--- src/rtl/lsu_io_ctrl.sv ---
// rtl/lsu_io_ctrl.sv - LSU address decoder, byte-writable output registers, input synchronisers, illegal-store counter
module lsu_io_ctrl #(
    parameter int NUM_OUT     = 8,
    parameter int NUM_IN      = 4,
    parameter int SYNC_STAGES = 2
) (
    input  logic                  i_clk,
    input  logic                  i_rst_n,
    input  logic [31:0]           i_lsu_addr,
    input  logic                  i_lsu_wren,
    input  logic [31:0]           i_st_data,
    input  logic [3:0]            i_bmask,
    input  logic [NUM_IN*32-1:0]  i_io_in,
    output logic [NUM_OUT*32-1:0] o_io_out,
    output logic [31:0]           o_ld_io_data,
    output logic                  o_dmem_sel,
    output logic                  o_dmem_wren,
    output logic                  o_io_sel,
    output logic                  o_addr_err,
    output logic [7:0]            o_err_cnt
);

    localparam logic [4:0] OUT_LIM = 5'(NUM_OUT);
    localparam logic [4:0] IN_LIM  = 5'(NUM_IN);

    logic [31:0]          out_q [NUM_OUT];
    logic [31:0]          out_d [NUM_OUT];
    logic [NUM_IN*32-1:0] sync_q [SYNC_STAGES];
    logic [7:0]           err_cnt_q;
    logic [7:0]           err_cnt_d;

    logic [3:0] slot;
    logic       io_page;
    logic       out_hit;
    logic       in_hit;
    logic       unused_addr_lsbs;

    // addr[3:0] only selects a byte inside a slot; every byte aliases the same word
    assign unused_addr_lsbs = ^i_lsu_addr[3:0];

    assign slot       = i_lsu_addr[7:4];
    assign io_page    = (i_lsu_addr[31:12] == 20'h00007);
    assign o_dmem_sel = (i_lsu_addr[31:14] == 18'd0) && i_lsu_addr[13];
    assign out_hit    = io_page && (i_lsu_addr[11:8] == 4'h0) && ({1'b0, slot} < OUT_LIM);
    assign in_hit     = io_page && (i_lsu_addr[11:8] == 4'h8) && ({1'b0, slot} < IN_LIM);

    assign o_dmem_wren = o_dmem_sel & i_lsu_wren;
    assign o_io_sel    = out_hit | in_hit;
    assign o_addr_err  = ~(o_dmem_sel | out_hit | in_hit) | (i_lsu_wren & in_hit);
    assign o_err_cnt   = err_cnt_q;

    always_comb begin
        o_ld_io_data = 32'd0;
        for (int k = 0; k < NUM_OUT; k++) begin
            if (out_hit && slot == 4'(k)) begin
                o_ld_io_data = out_q[k];
            end
        end
        for (int k = 0; k < NUM_IN; k++) begin
            if (in_hit && slot == 4'(k)) begin
                o_ld_io_data = sync_q[SYNC_STAGES-1][32*k +: 32];
            end
        end
    end

    always_comb begin
        for (int k = 0; k < NUM_OUT; k++) begin
            out_d[k] = out_q[k];
            if (i_lsu_wren && out_hit && slot == 4'(k)) begin
                for (int b = 0; b < 4; b++) begin
                    if (i_bmask[b]) begin
                        out_d[k][8*b +: 8] = i_st_data[8*b +: 8];
                    end
                end
            end
        end
    end

    always_comb begin
        err_cnt_d = err_cnt_q;
        if (i_lsu_wren && o_addr_err && err_cnt_q != 8'hFF) begin
            err_cnt_d = err_cnt_q + 8'd1;
        end
    end

    always_ff @(posedge i_clk) begin
        if (!i_rst_n) begin
            for (int k = 0; k < NUM_OUT; k++) begin
                out_q[k] <= 32'd0;
            end
            for (int s = 0; s < SYNC_STAGES; s++) begin
                sync_q[s] <= '0;
            end
            err_cnt_q <= 8'd0;
        end else begin
            for (int k = 0; k < NUM_OUT; k++) begin
                out_q[k] <= out_d[k];
            end
            sync_q[0] <= i_io_in;
            for (int s = 1; s < SYNC_STAGES; s++) begin
                sync_q[s] <= sync_q[s-1];
            end
            err_cnt_q <= err_cnt_d;
        end
    end

    for (genvar g = 0; g < NUM_OUT; g++) begin : g_out_pack
        assign o_io_out[32*g +: 32] = out_q[g];
    end

endmodule
--- config.mk ---
export PLATFORM = sky130hd
export DESIGN_NAME = lsu_io_ctrl
export DESIGN_NICKNAME = d
export VERILOG_FILES = /design/src/rtl/lsu_io_ctrl.sv
export SDC_FILE = /design/constraint.sdc
export NUM_CORES = 1
export LEC_CHECK = 0
export BUFFER_PORTS_ARGS = -buffer_cell sky130_fd_sc_hd__buf_2
export CAP_MARGIN = 20
export CORE_MARGIN = 1.5
export CORE_UTILIZATION = 40
export CTS_BUF_LIST = sky130_fd_sc_hd__clkbuf_8 sky130_fd_sc_hd__clkbuf_16
export DETAILED_ROUTE_END_ITERATION = 6
export GPL_TIMING_DRIVEN = 1
export PLACE_DENSITY_LB_ADDON = 0.3
export SLEW_MARGIN = 20
export SYNTH_ARGS = -nofsm -noshare
export SYNTH_HDL_FRONTEND = slang
export SYNTH_SLANG_ARGS = --single-unit
--- constraint.sdc ---
create_clock -name i_clk -period 2.7 [get_ports i_clk]
set_input_delay 0.405 -clock i_clk [delete_from_list [all_inputs] [get_ports i_clk]]
set_output_delay 0.405 -clock i_clk [all_outputs]
set_load 0.02 [all_outputs]
Word level (Yosys, flattened, before mapping)
Memory sizes are Yosys's and may differ from the RTL's.
Cells that the tools add are included.
- output and inout bits: 300
- input port bits: 199
- memory bits (writable): 512
- memories kept: 2
- register bits after elaboration: 8
- memories (name ; depth ; bits a word ; rd ports ; clocked after memory_dff ; wr ports ; RTL line ; source):
    out_q ; 8 ; 32 ; 8 ; 0 ; 8 ; 26 ; logic [31:0] out_q [NUM_OUT];
    sync_q ; 2 ; 128 ; 2 ; 0 ; 2 ; 28 ; logic [NUM_IN*32-1:0] sync_q [SYNC_STAGES];
- eq/ne operators: 10
- muxes and demuxes: 64
- add/subtract/negate cells: 1
- $lt $le $gt $ge: 2
- bitwise operators: 17
- reduce and logical (&&, ||, !) cells: 31
- operator list (operator ; number):
    $mux 32 ; 28
    $mux 128 ; 2
    $mux 8 ; 32
    $logic_and 1x1->1 ; 28
    $eq 20x3->1 const B ; 1
    $logic_not 18->1 ; 1
    $eq 4x3->1 const B ; 4
    $or 1x1->1 ; 14
    $add 8x1->8 const B ; 1
    $eq 4x2->1 const B ; 2
    $logic_not 4->1 ; 2
    $ne 8x8->1 const B ; 1
    $eq 4x1->1 const B ; 1
    $eq 4x4->1 const B ; 1
    $lt 4x3->1 const B ; 1
    $lt 4x4->1 const B ; 1
    $and 1x1->1 ; 2
    $mux 1 ; 2
    $not 1->1 ; 1

Depth between registers and ports, before layout
- word-level depth: 16
- mapped depth: 9
- mapped depth without buffers: 6

Least setup slack after synthesis
OpenSTA, ideal clock, no wires.
- path type: input to output
- from: input i_lsu_addr[24]
- to: output o_ld_io_data[24]
- buffers on the path: 2
- slack: 0.004 ns
- cell stages on the path: 7
- required time: 2.295 ns
- arrival: 2.291 ns
- path through: nor4_2 nand3_4 or4_4 buf_6 buf_6 o22a_1 a31oi_1
- cells in the longest elaborated chain, start to end: 16
- ends and longest elaborated chain (element ; RTL line ; source):
    start, declared ; 9 ; input logic [31:0] i_lsu_addr,
    $eq 20x3->1 (*) ; 42 ; assign io_page = (i_lsu_addr[31:12] == 20'h00007);
    $logic_and 1x1->1 (2 in series) ; 44 ; assign out_hit = io_page && (i_lsu_addr[11:8] == 4'h0) && ({1'b0, slot} < OUT_LIM);
    $logic_and 1x1->1 ; 55 ; if (out_hit && slot == 4'(k)) begin
    $mux 32 (8 in series) ; 55 ;
    $mux 32 (3 in series) ; 60 ; if (in_hit && slot == 4'(k)) begin
    $mux 32 (*) ; 60 ;
    end, declared ; 15 ; output logic [31:0] o_ld_io_data,
Mark *: on every way between the ends. The rest lies on a longest branch, timed or not.

Worst setup path after layout
- from: input i_lsu_addr[18]
- to: output o_ld_io_data[6]
Same word-level chain as after synthesis.

==> run metrics <==
status finished with violations; violated checks setup timing; Syn Nets 2165; ANT cells 0; Required @ worst endpoint 2300 ps; Synth top area share 51.5%; Post-synth EDFFs 0; Worst Setup SP i_lsu_addr[18]; Final Wtd Congestion 0.937; Crit Path Max Fanout 8; adder-cell share of the synthesized area 0.0619%; leakage dissipation 13.4 nW; Detailed Route WL 77000 microns; Max stage delay on crit path 580 ps; all-layer global routing usage 28.5%; xor/xnor share of the synthesized area 0%; Setup-failing EPs final 32; Die W 228 microns; Max Freq 342 MHz; clk sinks 520; post-synth cell types 53; Seq/Total Area, Yosys 51.5%; HP Class input port to flip-flop; Compound-Gate Fraction of Synth Area 6.84%; Worst setup EP type primary output; # Max-Cap Violations 0; Async SR Flop Fraction 0%; CP max-delay cell or4_4; CTS tree yes; fin crit period 2930 ps; Clock Skews 14.7 ps; Site Rows 82; final-report max-slew violation count 0; Final Cycle Share 108%; layout cell share with drive strength beyond 1 33.4%; critical path's top delay family simple AND/OR/NAND/NOR gates; #FFs+latches synth 520; RSZ-0062 raised after global routing true; Final ANT Viol Nets 0; crit-path cells buf_8, nor4_4, nand2_2, buf_6, or4_4, buf_12, buf_16, o22a_1, a21oi_2, buf_6; overall power 16.6 mW; top post-synthesis cells by area dfxtp_1, mux2i_1, and2_1; Area Growth Syn to Fin 39.5%; worst reg-to-reg path cell count 7; syn avg cell area 10.3 sq um; cts bufs inserted 54; Commonest cells post-synth dfxtp_1, nand2_1, mux2i_1, and2_1, clkbuf_1; CP most frequent cell buf_6; Simple-Gate Fraction of Synth Area 18.8%; first-pass GRT wire length 112000 microns; Crit Path Class input port to primary output; worst hold slack 14.7 ps; Core ar. 50000 sq um; Hold Crit Start i_io_in[97]; largest net degree at the start of global routing 103; vias per std cell 5.19; Starting Density 40.4%; H-Tree Level Count 2; 1st-iter DRT viols 1393; GRT overflow 0; Syn. warnings 0; Synth Instances 1965; WP depth 10; Die H 228 microns; Syn Std Cell Area 20200 sq um; final hold violation count 0; DR vias 17400; CP bufs+invs 5; number of global-route vias before repair 17300; DIE AREA 51900 sq um; Slew HR 60.4%; worst skew pair latency 610 ps; Arr. time, crit path 2520 ps; post-synthesis mux area share 19.7%; slew of the pin with the lowest slew margin 592 ps; Detailed Routing Iterations Pass 1 5; clock-pin slew on the worst setup and hold paths 60 ps; setup ws final -225 ps; DPL Wire Length 56300 microns; main flop type after synthesis dfxtp_1; CTS max path bufs 3; DRC 0; Power Dens Cells 588 nW/um^2; IO Port Bufs 494; WL per Instance 22.9 microns; hold path depth 2; VDD IR max 0.448 mV; largest family of logic cells by synthesized area multiplexers; root buf cell clkbuf_16; Ports 499; CP Launch Type input port; antenna violations before repair 1; area leader, netlist dfxtp_1; reg2reg start o_err_cnt[0]; most numerous cell in the Yosys netlist dfxtp_1; nets@finish 2840; fill cell count 4278
-- logic make-up (layout without fill, tap and decap cells) --
family,after synthesis,in the layout
buffers and inverters,137,855
AO/OA/AOI/OAI,189,189
adder cells (fa/ha/maj),1,1
multiplexers,362,362
flip-flops,520,520
AND/OR/NAND/NOR,756,756
-- final cells by class --
type | instances | area (sq um) | area share (%)
multi-input cells | 1308 | 9710 | 34.5
clock inverters | 35 | 319 | 1.13
repair buffers | 752 | 5380 | 19.1
inverters | 4 | 15.0 | 0.0533
well taps | 672 | 841 | 2.98
clock buffers | 64 | 1500 | 5.32
flip-flops and latches | 520 | 10400 | 37.0
-- state kept, by name, summed over array words and instances, names as in the netlist --
signal     flops
out_q        256
sync_q       256
o_err_cnt      8
-- worst reg2reg max path, cell delays in order, from the launching register on --
cell and delay [ps]:
dfxtp_1 340, ha_1 250, nand3_1 90, o21a_1 120, o31ai_1 60, buf_4 170
or4_1 460, a21boi_0 160
-- through the flow --
step | setup slack (ps) | util [%] | area, sq um | instances | TNS, ps
2_1_floorplan | 3.77 | - | 20200 | 1965 | 0
3_3_place_gp | -363 | 48.9 | 24400 | 3144 | -9690
3_5_place_dp | -415 | 48.9 | 24400 | 3144 | -10500
4_1_cts | -236 | 55.8 | 27900 | 3351 | -4350
5_1_grt | -269 | 56.4 | 28200 | 3355 | -5420
6_report | -225 | 56.4 | 28200 | 3355 | -3760
-- final timing paths --
check / end / slack, ps
setup / recovery: o_ld_io_data[6] / -230
setup reg to reg: o_err_cnt[4] / 970
hold / removal: sync_q[0][97] / 10
hold reg to reg: sync_q[0][204] / 430
-- placed cells by master (no fill, tap or decap), drive strengths merged, types with 10 or more instances in the layout --
master,netlist,routed
buf,40,654
dfxtp,520,520
nand2,371,371
mux2i,315,315
and2,259,259
dlygate4sd3,0,96
clkbuf,93,66
nor2,65,65
a21oi,52,52
mux4,27,27
mux2,20,20
a221oi,18,18
inv,4,17
o221ai,14,14
clkinv,0,14
o21a,12,12
a311oi,12,12
a2bb2oi,12,12
a21o,11,11
o32a,11,11
nor4,11,11
a22oi,10,10
-- repair_timing --
| item | 4_1_cts | 5_1_grt |
|---|---|---|
| cloned | 3 | 4 |
| pin swaps | 50 | 12 |
| hold buffers | 96 | 0 |
| setup buffers | 9 | 3 |
| endpoints found under the setup margin | 34 | 34 |
| gates resized for setup | 128 | 50 |
| hold endpoints to repair | 96 | 0 |
-- metal layers --
metal / vias up / global-route usage, % / share of wire [%]
met2: 712 / 47.2 / 47
met5: - / 0 / 0.021
met1: 8486 / 37.7 / 43
li1: 8072 / - / -
met3: 128 / 5.16 / 6.5
met4: 2 / 9.33 / 3.1
-- report_power, final --
part	leakage, nW	switching, mW	internal (mW)
clock network	0.927	3.18	4.36
logic	8.21	0.609	0.512
registers	4.24	0.0500	7.85
total	13.4	3.84	12.7
Power figures use the tool's default switching activity.
